<file path="src/rtl/mem_responder.sv">
// Unified instruction/data memory responder: one request at a time, WAIT_CYCLES wait states,
// one-cycle completion pulse, then holds until strobes drop. Define MEM_PARITY_EN for parity.
module mem_responder #(
  parameter int DATA_W      = 16,
  parameter int ADDR_W      = 8,
  parameter int WAIT_CYCLES = 2
) (
  input  logic              clk,
  input  logic              rst,
  input  logic              Instr_ren,
  input  logic              Mem_ren,
  input  logic              Mem_wen,
  input  logic [ADDR_W-1:0] instr_addr,
  input  logic [ADDR_W-1:0] data_addr,
  input  logic [DATA_W-1:0] wdata,
  output logic [DATA_W-1:0] instr_out,
  output logic [DATA_W-1:0] rdata,
  output logic              instr_valid,
  output logic              data_valid,
  output logic              wr_done,
  output logic              busy,
  output logic              req_err,
  output logic              parity_err
);

  typedef enum logic [1:0] {S_IDLE, S_WAIT, S_ACCESS, S_HOLD} state_t;
  typedef enum logic [1:0] {R_FETCH, R_READ, R_WRITE} req_t;

`ifdef MEM_PARITY_EN
  localparam int MW = DATA_W + 1;
`else
  localparam int MW = DATA_W;
`endif
  localparam logic [3:0] WAIT_INIT = (WAIT_CYCLES > 0) ? 4'(WAIT_CYCLES - 1) : 4'd0;

  state_t              state_q, state_d;
  req_t                type_q, type_d;
  logic [3:0]          cnt_q, cnt_d;
  logic [ADDR_W-1:0]   addr_q, addr_d;
  logic [DATA_W-1:0]   wdata_q, wdata_d;
  logic [DATA_W-1:0]   instr_q, rdata_q;
  logic                instr_vld_q, data_vld_q, wr_done_q, req_err_q, req_err_d;
  logic                any_strobe, do_access;
  logic [MW-1:0]       mem [2**ADDR_W];
  logic [MW-1:0]       rd_word, wr_word;

  assign any_strobe = Instr_ren | Mem_ren | Mem_wen;
  assign do_access  = (state_q == S_ACCESS);
  assign rd_word    = mem[addr_q];
`ifdef MEM_PARITY_EN
  assign wr_word    = {^wdata_q, wdata_q};
`else
  assign wr_word    = wdata_q;
`endif

  always_comb begin
    state_d   = state_q;
    type_d    = type_q;
    cnt_d     = cnt_q;
    addr_d    = addr_q;
    wdata_d   = wdata_q;
    req_err_d = 1'b0;
    case (state_q)
      S_IDLE: begin
        if (Mem_ren && Mem_wen) begin
          req_err_d = 1'b1;
          state_d   = S_HOLD;
        end else if (any_strobe) begin
          // Losing strobes are dropped; the control path re-issues them later.
          if (Mem_wen) begin
            type_d = R_WRITE;
            addr_d = data_addr;
          end else if (Mem_ren) begin
            type_d = R_READ;
            addr_d = data_addr;
          end else begin
            type_d = R_FETCH;
            addr_d = instr_addr;
          end
          wdata_d = wdata;
          cnt_d   = WAIT_INIT;
          state_d = (WAIT_CYCLES > 0) ? S_WAIT : S_ACCESS;
        end
      end
      S_WAIT: begin
        if (cnt_q == 4'd0) state_d = S_ACCESS;
        else               cnt_d   = cnt_q - 4'd1;
      end
      S_ACCESS: state_d = S_HOLD;
      S_HOLD:   if (!any_strobe) state_d = S_IDLE;
      default:  state_d = S_IDLE;
    endcase
  end

  always_ff @(posedge clk) begin
    if (rst) begin
      state_q     <= S_IDLE;
      type_q      <= R_FETCH;
      cnt_q       <= 4'd0;
      addr_q      <= '0;
      wdata_q     <= '0;
      instr_q     <= '0;
      rdata_q     <= '0;
      instr_vld_q <= 1'b0;
      data_vld_q  <= 1'b0;
      wr_done_q   <= 1'b0;
      req_err_q   <= 1'b0;
    end else begin
      state_q     <= state_d;
      type_q      <= type_d;
      cnt_q       <= cnt_d;
      addr_q      <= addr_d;
      wdata_q     <= wdata_d;
      req_err_q   <= req_err_d;
      instr_vld_q <= do_access && (type_q == R_FETCH);
      data_vld_q  <= do_access && (type_q == R_READ);
      wr_done_q   <= do_access && (type_q == R_WRITE);
      if (do_access && type_q == R_FETCH) instr_q <= rd_word[DATA_W-1:0];
      if (do_access && type_q == R_READ)  rdata_q <= rd_word[DATA_W-1:0];
    end
  end

  // Array is not reset; a reset during ACCESS suppresses the commit.
  always_ff @(posedge clk) begin
    if (!rst && do_access && type_q == R_WRITE) mem[addr_q] <= wr_word;
  end

`ifdef MEM_PARITY_EN
  logic parity_err_q;
  always_ff @(posedge clk) begin
    if (rst) parity_err_q <= 1'b0;
    else     parity_err_q <= do_access && (type_q != R_WRITE) && (^rd_word);
  end
  assign parity_err = parity_err_q;
`else
  assign parity_err = 1'b0;
`endif

  assign instr_out   = instr_q;
  assign rdata       = rdata_q;
  assign instr_valid = instr_vld_q;
  assign data_valid  = data_vld_q;
  assign wr_done     = wr_done_q;
  assign req_err     = req_err_q;
  assign busy        = (state_q != S_IDLE);

endmodule

</file>
<file path="config.mk">
export PLATFORM = sky130hd
export DESIGN_NAME = mem_responder
export DESIGN_NICKNAME = d
export VERILOG_FILES = /design/src/rtl/mem_responder.sv
export SDC_FILE = /design/constraint.sdc
export NUM_CORES = 2
export LEC_CHECK = 0
export BUFFER_PORTS_ARGS = -buffer_cell sky130_fd_sc_hd__buf_2
export CAP_MARGIN = 30
export CORE_MARGIN = 2
export CORE_UTILIZATION = 45
export DETAILED_ROUTE_END_ITERATION = 7
export PLACE_DENSITY = 0.62
export SYNTH_ARGS = -nofsm -noshare
export SYNTH_HDL_FRONTEND = slang
export SYNTH_SLANG_ARGS = --single-unit
</file>
<file path="constraint.sdc">
create_clock -name clk -period 8.3 [get_ports clk]
set_clock_uncertainty 0.2 [all_clocks]
set_input_delay 1.66 -clock clk [delete_from_list [all_inputs] [get_ports clk]]
set_output_delay 1.66 -clock clk [all_outputs]
set_load 0.01 [all_outputs]
</file>
==> metrics.txt <==
Finish-stage setup viols 0; Rows 219; status completed; internal power 38.66 mW; Async SR Flop Fraction 0%; Worst Tran Pin Value 1.199 ns; commonest cells after routing, fill and taps aside 4096 x edfxtp_1, 913 x mux4_2, 426 x clkbuf_16; Die ar. 0.3623 mm²; Clock Latency Late Sink 0.98 ns; post-synthesis register bit count 4172; Cells after Synth 7298; area grow syn2layout 13.05%; Pre-antenna DRT Iters 5; GR Util All Layers 23.95%; static leakage 56.78 nW; Switching Share 28.93%; max_cap viols 0; post-synth top area share 76.46%; Routed Antenna Nets 0; synth unique cells 81; share of layout cells above drive strength 1 26.86%; total gr overflow 0; Vias/cell 6.175; I/O pin total 75; vias in the first global route 78880; NumNets Final 7871; # fillers 27650; clock sinks 4172; EDFF count, synth 4096; CTS tree done; register area share after synthesis 77.41%; minimum clock period 5.287 ns; wire per inst 33.95 µm; CP Class reg2reg; Horiz. Die Dim 601.9 µm; CTS buffer count 414; dpl hpwl 269900 µm; gpl congestion 0.8850; Die Span Y 601.9 µm; net switching power 15.74 mW; commonest non-fill, non-tap cell in the layout edfxtp_1; TNS Setup 0 ns; core area 0.3559 mm²; IO buf count 73; first-pass GRT wire length 615000 µm; CTS HTree Levels 5; Startpoint Class flop; Pwr Density 299.1 mW/mm²; Slew Limit Fails 0; CTS clk-pin slew, worst paths 0.07 ns; Post CTS Setup Buffer Count 0; largest net degree at the start of global routing 198; initial antenna violation count 27; sequential cell fraction of total power 45.4%; combinational fraction of design power 20.9%; DRC viols 0; initial core utilization 45.19%; Worst EP required 9.00 ns; drt initial violations 11380; Max VDD drop 0.2550 mV; vias after detailed routing 79840; post_cts resized 0; Main synth FF type edfxtp_1; clk root buf clkbuf_16; Worst EP arrival 5.99 ns; fmax 189.1 MHz; top post-synthesis cells by area edfxtp_1 76%, mux4_2 13%, mux2i_1 1.8%, dfxtp_1 0.95%, nor2_1 0.83%; RSZ-0062 raised after global routing no; CTS Hold Bufs 0; Final Hold Fails 0; Post-Syn Area 0.1609 mm²; crit-path max FO 65; total detailed-routing wirelength 438900 µm; Power, Total 54.40 mW; Avg Inst Size Synth 22.04 µm²; Clock Power Share 33.7%; Worst Hold Class reg2reg; Bufs on Longest Clock Path 4; Final Cycle Share 63.70%; relative slew slack 20.08%; syn nets 7341; Setup crit end kind flop; number of synthesis warnings 0; post-synth top area cell edfxtp_1
[layout make-up]
class	count	area (µm²)	area share (%)
diodes	16	40.04	0.02202
clock buffers	514	11090	6.099
clock inverters	236	2123	1.168
inverters	14	60.06	0.03303
multi-input cells	2691	33300	18.31
flip-flops and latches	4172	124600	68.52
well taps	4751	5944	3.269
repair buffers	535	4691	2.579
[synthesized netlist by cell type, types with 5 or more instances]
master and count:
dfxtp_1 76, nand3_1 29, mux4_2 913, o21ai_1 38
edfxtp_1 4096, ha_1 6, and3_1 5, a211oi_1 36
a21oi_1 92, mux2_2 49, o22ai_1 151, buf_4 36
o21ai_0 21, buf_1 11, nand2b_1 18, buf_2 116
nor3_1 55, clkbuf_8 14, buf_8 19, nand2_1 158
a22o_1 15, inv_1 14, and2_1 27, mux4_1 47
a211o_1 14, nand4_1 5, or3_1 8, or2_2 8
nor4_1 27, buf_12 43, nor2_1 357, a22oi_1 145
nor2b_1 19, o221ai_1 9, a221oi_1 20, o31ai_1 11
o211ai_1 23, mux2i_1 288, o41ai_1 9, clkbuf_1 138
a311oi_1 11, buf_6 43, a31oi_1 14
[path summary, 6_finish.rpt]
path | startpoint | depth (start not counted) | slack (ns) | end
hold reg to reg | rdata[11]$_SDFFE_PP0P_ | 2 | 0.26 | rdata[11]$_SDFFE_PP0P_
setup / recovery | flop | 9 | 3.01 | rdata[6]$_SDFFE_PP0P_
setup reg to reg | flop | 9 | 3.01 | rdata[6]$_SDFFE_PP0P_
hold / removal | rdata[11]$_SDFFE_PP0P_ | 2 | 0.26 | rdata[11]$_SDFFE_PP0P_
[flip-flops by register name (all words and copies together), names as in the netlist, 2 cells and up, named ones only]
name,count
type_q,2
state_q,2
rdata,16
cnt_q,4
instr_out,16
mem,4096
addr_q,8
wdata_q,16
[layer usage]
metal / vias up / routed length (µm) / GRT usage (%)
li1: 31910 / - / -
met1: 42670 / 170200 / 33.45
met2: 4416 / 205700 / 37.47
met3: 834 / 41660 / 4.156
met4: 6 / 21270 / 10.15
met5: - / 33 / 0
[logic make-up after synthesis]
family	count (synthesis)	synth area share (%)
simple gates	736	2.024
buf+inv	435	2.047
other cells	1	0.002331
flops	4172	77.41
compound gates	648	2.770
xor+xnor	2	0.01089
fa+ha+maj	6	0.04667
mux	1298	15.69
[critical path: stages (launching register included)]
cell and delay, ns:
dfxtp_4 0.96, buf_12 0.49, buf_4 0.53, mux4_1 0.33, o22ai_1 0.09, a211oi_1 0.40
nand3_1 0.47, a22oi_1 0.80, o21ai_1 0.50, o21ai_1 0.25
[metrics by stage]
| step | setup WS [ns] | utilization (%) | hold WS (ns) | instances | area, µm² |
|---|---|---|---|---|---|
| 2_1_floorplan | 3.847 | - | 0.2608 | 7298 | 160900 |
| 3_3_place_gp | 2.730 | 47.09 | 0.2576 | 12100 | 167600 |
| 3_5_place_dp | 3.109 | 47.28 | 0.2600 | 12150 | 168300 |
| 4_1_cts | 3.084 | 50.99 | 0.2679 | 12900 | 181500 |
| 5_1_grt | 2.917 | 51.08 | 0.2788 | 12920 | 181800 |
| 6_report | 3.013 | 51.09 | 0.2628 | 12930 | 181800 |
[power groups by stage]
stage | sequential [mW] | clock, mW | combinational (mW)
floorplan | 25.5 | 0 | 6.66
global placement | 25.1 | 0 | 11.1
detailed placement | 25.1 | 0 | 11.2
CTS | 24.7 | 18.5 | 11.3
global route | 24.7 | 19.3 | 11.8
finish | 24.7 | 18.3 | 11.4
No activity file was read; power rests on OpenSTA's default activity.
